===== src/rtl/priority_index_sequencer.sv =====
// Captures an N-bit request vector, then streams the indices of its set bits
// in priority order (at most MAX_OUT beats) over a valid/ready output.
module priority_index_sequencer #(
  parameter int N         = 12,
  parameter int MAX_OUT   = 2,
  parameter int LSB_FIRST = 0,
  localparam int IW = $clog2(N),
  localparam int RW = ($clog2(MAX_OUT) > 1) ? $clog2(MAX_OUT) : 1,
  localparam int CW = $clog2(N + 1)
) (
  input  logic          clk,
  input  logic          reset,
  input  logic          in_valid,
  output logic          in_ready,
  input  logic [N-1:0]  req,
  output logic          out_valid,
  input  logic          out_ready,
  output logic [IW-1:0] out_idx,
  output logic [RW-1:0] out_rank,
  output logic          out_last,
  output logic          out_none,
  output logic [CW-1:0] count
);

  typedef enum logic {S_IDLE, S_EMIT} state_t;

  state_t        state_q, state_d;
  logic [N-1:0]  pending_q, pending_d;
  logic [RW-1:0] rank_q, rank_d;
  logic [CW-1:0] count_q, count_d;
  logic          zero_q, zero_d;

  logic [IW-1:0] sel_idx;
  logic [N-1:0]  sel_mask;
  logic [CW-1:0] req_pop;
  logic          one_left;
  logic          last_beat;

  // Later iterations override earlier ones, so the loop direction sets priority.
  always_comb begin
    sel_idx = '0;
    if (LSB_FIRST != 0) begin
      for (int i = N - 1; i >= 0; i--) begin
        if (pending_q[i]) sel_idx = IW'(i);
      end
    end else begin
      for (int i = 0; i < N; i++) begin
        if (pending_q[i]) sel_idx = IW'(i);
      end
    end
  end

  always_comb begin
    req_pop = '0;
    for (int i = 0; i < N; i++) begin
      req_pop = req_pop + CW'(req[i]);
    end
  end

  assign sel_mask  = {{(N-1){1'b0}}, 1'b1} << sel_idx;
  assign one_left  = ~|(pending_q & (pending_q - {{(N-1){1'b0}}, 1'b1}));
  assign last_beat = zero_q || one_left || (rank_q == RW'(MAX_OUT - 1));

  always_comb begin
    state_d   = state_q;
    pending_d = pending_q;
    rank_d    = rank_q;
    count_d   = count_q;
    zero_d    = zero_q;
    case (state_q)
      S_IDLE: begin
        if (in_valid) begin
          pending_d = req;
          rank_d    = '0;
          count_d   = req_pop;
          zero_d    = (req == '0);
          state_d   = S_EMIT;
        end
      end
      S_EMIT: begin
        if (out_ready) begin
          if (last_beat) begin
            pending_d = '0;
            rank_d    = '0;
            state_d   = S_IDLE;
          end else begin
            pending_d = pending_q & ~sel_mask;
            rank_d    = rank_q + RW'(1);
          end
        end
      end
      default: state_d = S_IDLE;
    endcase
  end

  always_ff @(posedge clk or posedge reset) begin
    if (reset) begin
      state_q   <= S_IDLE;
      pending_q <= '0;
      rank_q    <= '0;
      count_q   <= '0;
      zero_q    <= 1'b0;
    end else begin
      state_q   <= state_d;
      pending_q <= pending_d;
      rank_q    <= rank_d;
      count_q   <= count_d;
      zero_q    <= zero_d;
    end
  end

  // Outputs decode registered state only; nothing from the inputs reaches them.
  assign in_ready  = (state_q == S_IDLE);
  assign out_valid = (state_q == S_EMIT);
  assign out_idx   = zero_q ? '0 : sel_idx;
  assign out_rank  = rank_q;
  assign out_last  = (state_q == S_EMIT) && last_beat;
  assign out_none  = (state_q == S_EMIT) && zero_q;
  assign count     = count_q;

endmodule

===== config.mk =====
export PLATFORM = sky130hd
export DESIGN_NAME = priority_index_sequencer
export DESIGN_NICKNAME = d
export VERILOG_FILES = /design/src/rtl/priority_index_sequencer.sv
export SDC_FILE = /design/constraint.sdc
export NUM_CORES = 1
export LEC_CHECK = 0
export ABC_AREA = 1
export BUFFER_PORTS_ARGS = -buffer_cell sky130_fd_sc_hd__buf_2
export CORE_AREA = 2 2 55 57
export CTS_CLUSTER_DIAMETER = 30
export DETAILED_ROUTE_END_ITERATION = 8
export DIE_AREA = 0 0 57 59
export GPL_ROUTABILITY_DRIVEN = 0
export HOLD_SLACK_MARGIN = 0.03
export PLACE_DENSITY = 0.83
export SLEW_MARGIN = 20
export SYNTH_ARGS = -nofsm -noshare
export SYNTH_HDL_FRONTEND = slang
export SYNTH_SLANG_ARGS = --single-unit
export TNS_END_PERCENT = 50

===== constraint.sdc =====
create_clock -name clk -period 4.35 [get_ports clk]
set_input_delay 0.2175 -clock clk [delete_from_list [all_inputs] [get_ports clk]]
set_output_delay 0.2175 -clock clk [all_outputs]
set_load 0.01 [all_outputs]

==> results.json, run 1 <==
{
  "drc_errors": 0,
  "clock_sinks": 19,
  "synth_area_um2": 1551,
  "ant_nets": 0,
  "hold_viol_final": 0,
  "first_pass_iters": 4,
  "mostFrequentLayoutCell": "nand2_1",
  "regArea_um2": 475.5,
  "fp-row-count": 19,
  "r2r-end": "pending_q[0]",
  "dieArea_um2": 3363,
  "grt_pass1_vias": 1335,
  "slew_headroom_pct": 51.62,
  "timing.rr.start": "out_valid",
  "core_um2": 2710,
  "numCtsBuffers": 3,
  "placed_area_um2": 1703,
  "ys_seq_elements": 19,
  "yosys_warnings": 0,
  "ir_drop_mv": 0.5140,
  "worstPathRequired_ns": 4.56,
  "finalCritPeriodShare_pct": 68.54,
  "fill_cells": 252,
  "grt_max_degree": 20,
  "synth_cells": 223,
  "path_delay_family": "adder cells",
  "p_int_uw": 556.7,
  "skew_ns": 0.01707,
  "power.total_uw": 1156,
  "worstHoldStart": "in_valid",
  "crit_type": "input pin to register",
  "antenna_found_initial": 0,
  "crit_top_cell": "fa_1",
  "cpPeakStageDelay_ns": 0.51,
  "endpoint_kind": "register",
  "seqPwrFrac_pct": 31.4,
  "p_leak_uw": 0.0009288,
  "drive_above_1_share_pct": 19.12,
  "period_minus_slack_ns": 2.982,
  "cp-start-kind": "input pin",
  "crit_buf_inv": 3,
  "viasPerCell": 5.270,
  "grt_pass1_wl_mm": 6.147,
  "maxSlewViolCount": 0,
  "htreeDepth": 1,
  "p_comb_share_pct": 60.5,
  "clkPwrFrac_pct": 8.2,
  "synthesis.nets": 251,
  "ys_seq_area_share_pct": 30.65,
  "cts.clk_slew.worst_paths_ns": 0.12,
  "reg2reg_slack_ns": 2.54,
  "hpwlAfterDp_mm": 2.863,
  "min_delay_worst_endpoint": "pending_q[11]",
  "cts-root-buf": "clkbuf_4",
  "p_sw_uw": 599.5,
  "hold_path_class": "input pin to register",
  "final_area_um2": 1740,
  "startpoint": "req[0]",
  "hold_buffers": 1,
  "outcome": "completed",
  "nets": 280,
  "die_w_um": 57,
  "io_buffers": 28,
  "post_cts_buffers": 0,
  "globalRouteTotalUtil_pct": 23.89,
  "mostFrequentLayoutCells": "nand2_1, inv_1, nor2_1, buf_2, dfrtp_1",
  "fin_tns_setup_ns": 0,
  "swShare_pct": 51.85,
  "tightest_slew_ns": 0.7249,
  "worstRegToRegCells": 6,
  "cts_buffer_depth": 2,
  "first_iter_violations": 67,
  "overflow": 0,
  "timing.fmax_ghz": 0.3354,
  "avgSynthCellArea_um2": 6.957,
  "vias": 1486,
  "avgRoutedWirePerCell_um": 12.41,
  "insertion_delay_ns": 0.32,
  "setup_violations": 0,
  "min_path_cells": 3,
  "cpMaxStageDelayCell": "fa_1",
  "routed_wl_mm": 3.501,
  "hold_ws_ns": 0.1750,
  "maxCapViolCount": 0,
  "post_cts_resized": 0,
  "ys_types": 24,
  "rsz0062_at_grt": "false",
  "diodes": 0,
  "p_per_area_nw_per_um2": 664.3,
  "path_cells": "buf_2 -> fa_1 -> fa_1 -> inv_1 -> fa_1 -> fa_1 -> inv_1 -> ha_1 -> fa_1 -> xnor2_1 -> o21ai_0",
  "multi_input_area_um2": 898.4,
  "crit_arrival_ns": 3.19,
  "die_h_um": 59,
  "top_level_ports": 29,
  "area_delta_synth_final_pct": 12.18,
  "cts_tree": "built",
  "start_util_pct": 57.25,
  "path_max_fanout": 3
}
power by group through the flow:
stage / Sequential (µW) / Clock [µW] / Combinational [µW]
2_1_floorplan: 342 / 0 / 550
3_3_place_gp: 364 / 0 / 690
3_5_place_dp: 364 / 0 / 703
4_1_cts: 361 / 94.7 / 705
5_1_grt: 379 / 106 / 810
6_report: 363 / 94.4 / 699
per-stage QoR:
stage                     setup WS [ns]  utilization [%]  instances
after global placement            1.038            62.83        277
after floorplan                   1.230                -        223
after detailed placement          1.023            62.83        277
after global routing              1.216            64.22        282
after CTS                         1.361            64.22        282
final                             1.368            64.22        282
registers in the layout (all words and copies together) (netlist names):
signal	flops
pending_q	12
out_rank	1
count	4
zero_q	1
out_valid	1
synth_stat cells, drive strengths merged:
master | number | share of area (%)
nor4 | 2 | 0.81
buf | 2 | 1.0
inv | 40 | 9.7
dfrtp | 19 | 31
a21oi | 19 | 8.1
xnor2 | 1 | 0.56
a21o | 1 | 0.48
nand3b | 1 | 0.48
nand3 | 9 | 2.9
nand2 | 50 | 12
o21ai | 19 | 6.1
nor2 | 37 | 9.6
o21a | 1 | 0.48
nand4 | 6 | 2.4
a22oi | 1 | 0.48
fa | 7 | 9.0
clkbuf | 3 | 0.73
ha | 5 | 4.0
worst register-to-register path, delay by kind of cell (launching register included):
kind	cells	cell delay, ns
flip-flops	1	0.63
buffers and inverters	2	0.49
AO/OA/AOI/OAI	1	0.13
AND/OR/NAND/NOR	3	0.47
per-layer routing:
layer	vias to the layer above	share of wire, %	GRT usage [%]
met5	-	0	0
met2	51	48	37.27
li1	760	-	-
met3	6	6.1	3.493
met1	669	44	34.04
met4	0	1.7	8.970
cell type report:
cell class,count,share of cell area [%]
inverter,40,8.627
clock inverter,1,0.2876
timing repair buffer,29,8.627
sequential,19,27.32
tap,31,2.229
clock buffer,3,1.294
multi-input combinational,159,51.62
worst max-delay path by stage:
stage / to / depth (start not counted)
final: count[2] / 11
after global routing: count[2] / 11
after CTS: count[2] / 11
after detailed placement: count[2] / 11
after global placement: count[2] / 11
after floorplan: count[2] / 10
kinds of logic (layout without fill, tap and decap cells):
kind of cell	Yosys count	in the layout	share of synthesized area (%)
fa+ha+maj	12	12	13.06
flops	19	19	30.65
xor+xnor	1	1	0.5646
simple gates	105	105	28.63
buf+inv	45	73	11.45
compound gates	41	41	15.65
(Power assumes the default switching activity.)
==> inputs of run 2 (changes only) <==
--- a/config.mk
+++ b/config.mk
@@ -7,13 +7,13 @@
 export LEC_CHECK = 0
 export ABC_AREA = 1
 export BUFFER_PORTS_ARGS = -buffer_cell sky130_fd_sc_hd__buf_2
-export CORE_AREA = 2 2 55 57
+export CORE_AREA = 2 2 59 61
 export CTS_CLUSTER_DIAMETER = 30
 export DETAILED_ROUTE_END_ITERATION = 8
-export DIE_AREA = 0 0 57 59
+export DIE_AREA = 0 0 61 63
 export GPL_ROUTABILITY_DRIVEN = 0
 export HOLD_SLACK_MARGIN = 0.03
-export PLACE_DENSITY = 0.83
+export PLACE_DENSITY = 0.76
 export SLEW_MARGIN = 20
 export SYNTH_ARGS = -nofsm -noshare
 export SYNTH_HDL_FRONTEND = slang
==> constraint.sdc (replaced) <==
create_clock -name clk -period 2.7 [get_ports clk]
set_input_delay 0.135 -clock clk [delete_from_list [all_inputs] [get_ports clk]]
set_output_delay 0.135 -clock clk [all_outputs]
set_load 0.01 [all_outputs]
==> results.json, run 2 (synthesis gave the netlist of run 1 again) <==
{
  "crit_type": "input pin to register",
  "fin_ws_ns": -0.1396,
  "hpwlAfterDp_mm": 2.849,
  "avgRoutedWirePerCell_um": 11.45,
  "core_um2": 3232,
  "tightest_slew_ns": 0.7167,
  "cts_tree": "built",
  "area_delta_synth_final_pct": 19.03,
  "drive_above_1_share_pct": 22.87,
  "globalRouteTotalUtil_pct": 20.13,
  "slew_headroom_pct": 52.17,
  "start_util_pct": 48.01,
  "grt_max_degree": 20,
  "fill_cells": 323,
  "vias": 1496,
  "htreeDepth": 1,
  "maxSlewViolCount": 0,
  "dieArea_um2": 3843,
  "cts.clk_slew.worst_paths_ns": 0.11,
  "antenna_found_initial": 0,
  "ir_drop_mv": 0.5116,
  "period_minus_slack_ns": 2.840,
  "die_w_um": 61,
  "die_h_um": 63,
  "p_leak_uw": 0.0009698,
  "regMostFlops": "pending_q",
  "hold_ws_ns": 0.1292,
  "fp-row-count": 21,
  "diodes": 0,
  "clock_sinks": 19,
  "maxCapViolCount": 0,
  "cp-start-kind": "input pin",
  "worstPathRequired_ns": 2.94,
  "largest_register_ffs": 12,
  "drc_errors": 0,
  "routed_wl_mm": 3.480,
  "top_level_ports": 29,
  "hold_path_class": "input pin to register",
  "crit_arrival_ns": 3.08,
  "fin_cells": 304,
  "rsz0062_at_grt": "true",
  "nets": 287,
  "insertion_delay_ns": 0.29,
  "setup_violations": 2,
  "hold_viol_final": 0,
  "violations": "negative setup slack",
  "cts-root-buf": "clkbuf_4",
  "first_pass_iters": 4,
  "cts_buffer_depth": 2,
  "grt_pass1_vias": 1405,
  "path_max_fanout": 2,
  "outcome": "complete, but fails checks",
  "utilization_pct": 57.14,
  "grt_pass1_wl_mm": 6.023,
  "viasPerCell": 4.921,
  "endpoint_kind": "register",
  "timing.fmax_ghz": 0.3522,
  "mostFrequentLayoutCells": "nand2_1, inv_1, nor2_1, buf_2, dfrtp_1",
  "worstRegToRegCells": 6,
  "mostFrequentLayoutCell": "nand2_1",
  "min_path_cells": 3,
  "io_buffers": 28,
  "ant_nets": 0,
  "first_iter_violations": 51,
  "p_per_area_nw_per_um2": 1036,
  "dpl.cell_count": 299,
  "numCtsBuffers": 3,
  "finalCritPeriodShare_pct": 105.2,
  "skew_ns": 0.002585,
  "overflow": 0
}
[run 2: per-layer routing]
layer	vias up	wire (µm)	part of all wire (%)	track usage [%]
li1	770	-	-	-
met1	692	1606	46	28.17
met2	32	1708	49	33.47
met3	2	155	4.5	3.106
met4	0	8	0.23	2.446
met5	-	0	0	0
[run 2: path summary, 6_finish.rpt]
path,slack (ns),startpoint,to
worst max-delay path,-0.14,req[0],count[1]
worst max register to register,0.91,out_valid,pending_q[9]
max in group asynchronous,1.76,reset,pending_q[8]
min in group asynchronous,0.49,reset,pending_q[2]
worst min-delay path,0.13,in_valid,pending_q[11]
worst min register to register,0.49,count[0],count[0]
[run 2: worst max-delay path, stage by stage]
cell and delay, ns:
buf_6 0.10, fa_1 0.50, fa_1 0.51, inv_1 0.05, fa_1 0.45, fa_1 0.50
inv_2 0.05, ha_4 0.16, fa_2 0.51, nand2_1 0.05, nand2_1 0.07
[run 2: stage by stage]
stage / area (µm²) / total power [µW] / TNS (ns) / setup WS, ns
final: 1847 / 1912 / -0.2546 / -0.1396
after global routing: 1847 / 2119 / -0.3933 / -0.2091
after CTS: 1833 / 1899 / -0.2740 / -0.1489
after detailed placement: 1779 / 1738 / -1.381 / -0.5156
after global placement: 1779 / 1708 / -1.200 / -0.4604
after floorplan: 1556 / 1442 / -0.5501 / -0.2791
[run 2: area by class of cell]
cell class	count	area, µm²	share of cell area (%)
multi-input cells	159	920.9	49.86
flip-flops and latches	19	475.5	25.75
repair buffers	36	215.2	11.65
inverters	40	150.1	8.130
well taps	46	57.56	3.117
clock buffers	3	22.52	1.220
clock inverters	1	5.005	0.2710
[run 2: power breakdown]
part	leakage, µW	switching (µW)	internal (µW)	total [µW]
Clock	0.0000177	87.4	55.0	142
Sequential	0.000230	167	417	584
Combinational	0.000722	728	459	1190
[run 2: what timing repair did]
action	in CTS	in global routing
buffers inserted	0	0
gates resized for setup	4	2
pin swaps	2	0
endpoints found under the hold margin	19	0
hold buffers	1	0
endpoints found under the setup margin	2	2
==> inputs of run 3 (changes only) <==
--- a/config.mk
+++ b/config.mk
@@ -7,13 +7,14 @@
 export LEC_CHECK = 0
 export ABC_AREA = 1
 export BUFFER_PORTS_ARGS = -buffer_cell sky130_fd_sc_hd__buf_2
-export CORE_AREA = 2 2 59 61
+export CORE_AREA = 2 2 55 57
+export CTS_BUF_LIST = sky130_fd_sc_hd__clkbuf_16
 export CTS_CLUSTER_DIAMETER = 30
 export DETAILED_ROUTE_END_ITERATION = 8
-export DIE_AREA = 0 0 61 63
+export DIE_AREA = 0 0 57 59
 export GPL_ROUTABILITY_DRIVEN = 0
 export HOLD_SLACK_MARGIN = 0.03
-export PLACE_DENSITY = 0.76
+export PLACE_DENSITY = 0.83
 export SLEW_MARGIN = 20
 export SYNTH_ARGS = -nofsm -noshare
 export SYNTH_HDL_FRONTEND = slang
==> constraint.sdc (replaced) <==
create_clock -name clk -period 3.5 [get_ports clk]
set_input_delay 0.175 -clock clk [delete_from_list [all_inputs] [get_ports clk]]
set_output_delay 0.175 -clock clk [all_outputs]
set_load 0.01 [all_outputs]
==> results.json, run 3 (synthesis gave the netlist of run 1 again) <==
{
  "outcome": "completed",
  "path_cells": "buf_2 -> fa_1 -> fa_1 -> inv_1 -> fa_1 -> fa_1 -> inv_1 -> ha_1 -> fa_1 -> xnor2_1 -> o21ai_0",
  "maxSlewViolCount": 0,
  "globalRouteTotalUtil_pct": 24.63,
  "cts.clk_slew.worst_paths_ns": 0.06,
  "path_max_fanout": 3,
  "avgRoutedWirePerCell_um": 13.18,
  "clock_sinks": 19,
  "post_cts_buffers": 0,
  "finalCritPeriodShare_pct": 86.20,
  "p_comb_share_pct": 56.1,
  "maxCapViolCount": 0,
  "first_iter_violations": 56,
  "rsz0062_at_grt": "false",
  "worstRegToRegCells": 6,
  "clkPwrFrac_pct": 15.1,
  "p_leak_uw": 0.0009478,
  "mostFrequentLayoutCell": "nand2_1",
  "antenna_found_initial": 0,
  "p_per_area_nw_per_um2": 886.1,
  "cts-root-buf": "clkbuf_16",
  "largest_register_ffs": 12,
  "dpl.cell_count": 277,
  "hold_buffers": 0,
  "timing.rr.start": "out_valid",
  "fill_cells": 245,
  "r2r-end": "pending_q[8]",
  "regMostFlops": "pending_q",
  "cpMaxStageDelayCell": "fa_1",
  "cp-start-kind": "input pin",
  "htreeDepth": 1,
  "reg2reg_slack_ns": 1.66,
  "mostFrequentLayoutCells": "nand2_1, inv_1, nor2_1, buf_2, dfrtp_1",
  "ir_drop_mv": 0.7060,
  "p_sw_uw": 776.8,
  "crit_type": "input pin to register",
  "die_h_um": 59,
  "path_delay_family": "adder cells",
  "timing.fmax_ghz": 0.3314,
  "crit_arrival_ns": 3.15,
  "diodes": 0,
  "worstPathRequired_ns": 3.63,
  "grt_pass1_wl_mm": 6.389,
  "ant_nets": 0,
  "cpPeakStageDelay_ns": 0.51,
  "viasPerCell": 5.349,
  "setup_violations": 0,
  "vias": 1503,
  "seqPwrFrac_pct": 28.8,
  "overflow": 0,
  "insertion_delay_ns": 0.25,
  "post_cts_resized": 0,
  "slew_headroom_pct": 51.08,
  "drive_above_1_share_pct": 19.20,
  "cts_tree": "built",
  "cts_buffer_depth": 2,
  "period_minus_slack_ns": 3.017,
  "swShare_pct": 49.17,
  "routed_wl_mm": 3.704,
  "fin_tns_setup_ns": 0,
  "nets": 279,
  "skew_ns": 0.007291,
  "numCtsBuffers": 3,
  "area_delta_synth_final_pct": 14.92,
  "first_pass_iters": 4,
  "start_util_pct": 57.25,
  "hpwlAfterDp_mm": 2.863,
  "core_um2": 2710,
  "tightest_slew_ns": 0.7330,
  "crit_buf_inv": 3,
  "io_buffers": 28,
  "dieArea_um2": 3363,
  "die_w_um": 57,
  "hold_path_class": "input pin to asynchronous set/reset pin",
  "grt_max_degree": 20,
  "drc_errors": 0,
  "top_level_ports": 29,
  "p_int_uw": 803.1,
  "hold_viol_final": 0,
  "fin_cells": 281,
  "fp-row-count": 19,
  "crit_top_cell": "fa_1",
  "endpoint_kind": "register",
  "grt_pass1_vias": 1421
}
==> run 3: cell count changes in the layout (fill, tap and decap cells not counted), sizes merged <==
cell / change
buf: -7
dlygate4sd3: -1
==> run 3: metal layers <==
metal	global-route usage (%)	share of wire (%)	routed length (µm)
met3	4.367	4.4	164
met4	8.970	1.4	51
met2	39.90	49	1815
met1	33.43	45	1673
met5	0	0	0
==> run 3: metrics by stage <==
stage	total power [µW]	hold WS (ns)	util [%]	setup slack (ns)	instance area (µm²)
after floorplan	1109	0.1261	-	0.4230	1551
after global placement	1310	0.3177	62.83	0.2305	1703
after detailed placement	1326	0.3293	62.83	0.2154	1703
after CTS	1577	0.06084	65.79	0.4783	1783
after global routing	1744	0.1090	65.79	0.3228	1783
final	1580	0.03441	65.79	0.4828	1783
==> run 3: cell type report <==
class | count | area, µm² | share of cell area (%)
Clock buffer | 3 | 75.07 | 4.211
Clock inverter | 1 | 5.005 | 0.2807
Inverter | 40 | 150.1 | 8.421
Multi-Input combinational cell | 159 | 898.4 | 50.39
Sequential cell | 19 | 475.5 | 26.67
Tap cell | 31 | 38.79 | 2.175
Timing Repair Buffer | 28 | 140.1 | 7.860
==> run 3: worst max-delay path by stage <==
stage / startpoint / end / slack [ns] / cells after the start
final: req[0] / count[2] / 0.48 / 11
after global routing: req[0] / count[2] / 0.32 / 11
after CTS: req[0] / count[2] / 0.48 / 11
after detailed placement: req[0] / count[2] / 0.22 / 11
after global placement: req[0] / count[2] / 0.23 / 11
after floorplan: req[0] / count[2] / 0.42 / 10
==> run 3: power groups by stage <==
stage	registers [µW]	logic (µW)	clock network (µW)
final	456	886	239
after global routing	474	1020	254
after CTS	453	886	238
after detailed placement	453	873	0
after global placement	452	858	0
after floorplan	425	684	0
==> run 3: worst register-to-register path: stages, from the launching register on <==
cell	delay [ns]
dfrtp_1	0.61
nand2_1	0.33
inv_1	0.19
nor2_1	0.06
inv_1	0.33
nor2_1	0.12
a21oi_2	0.12
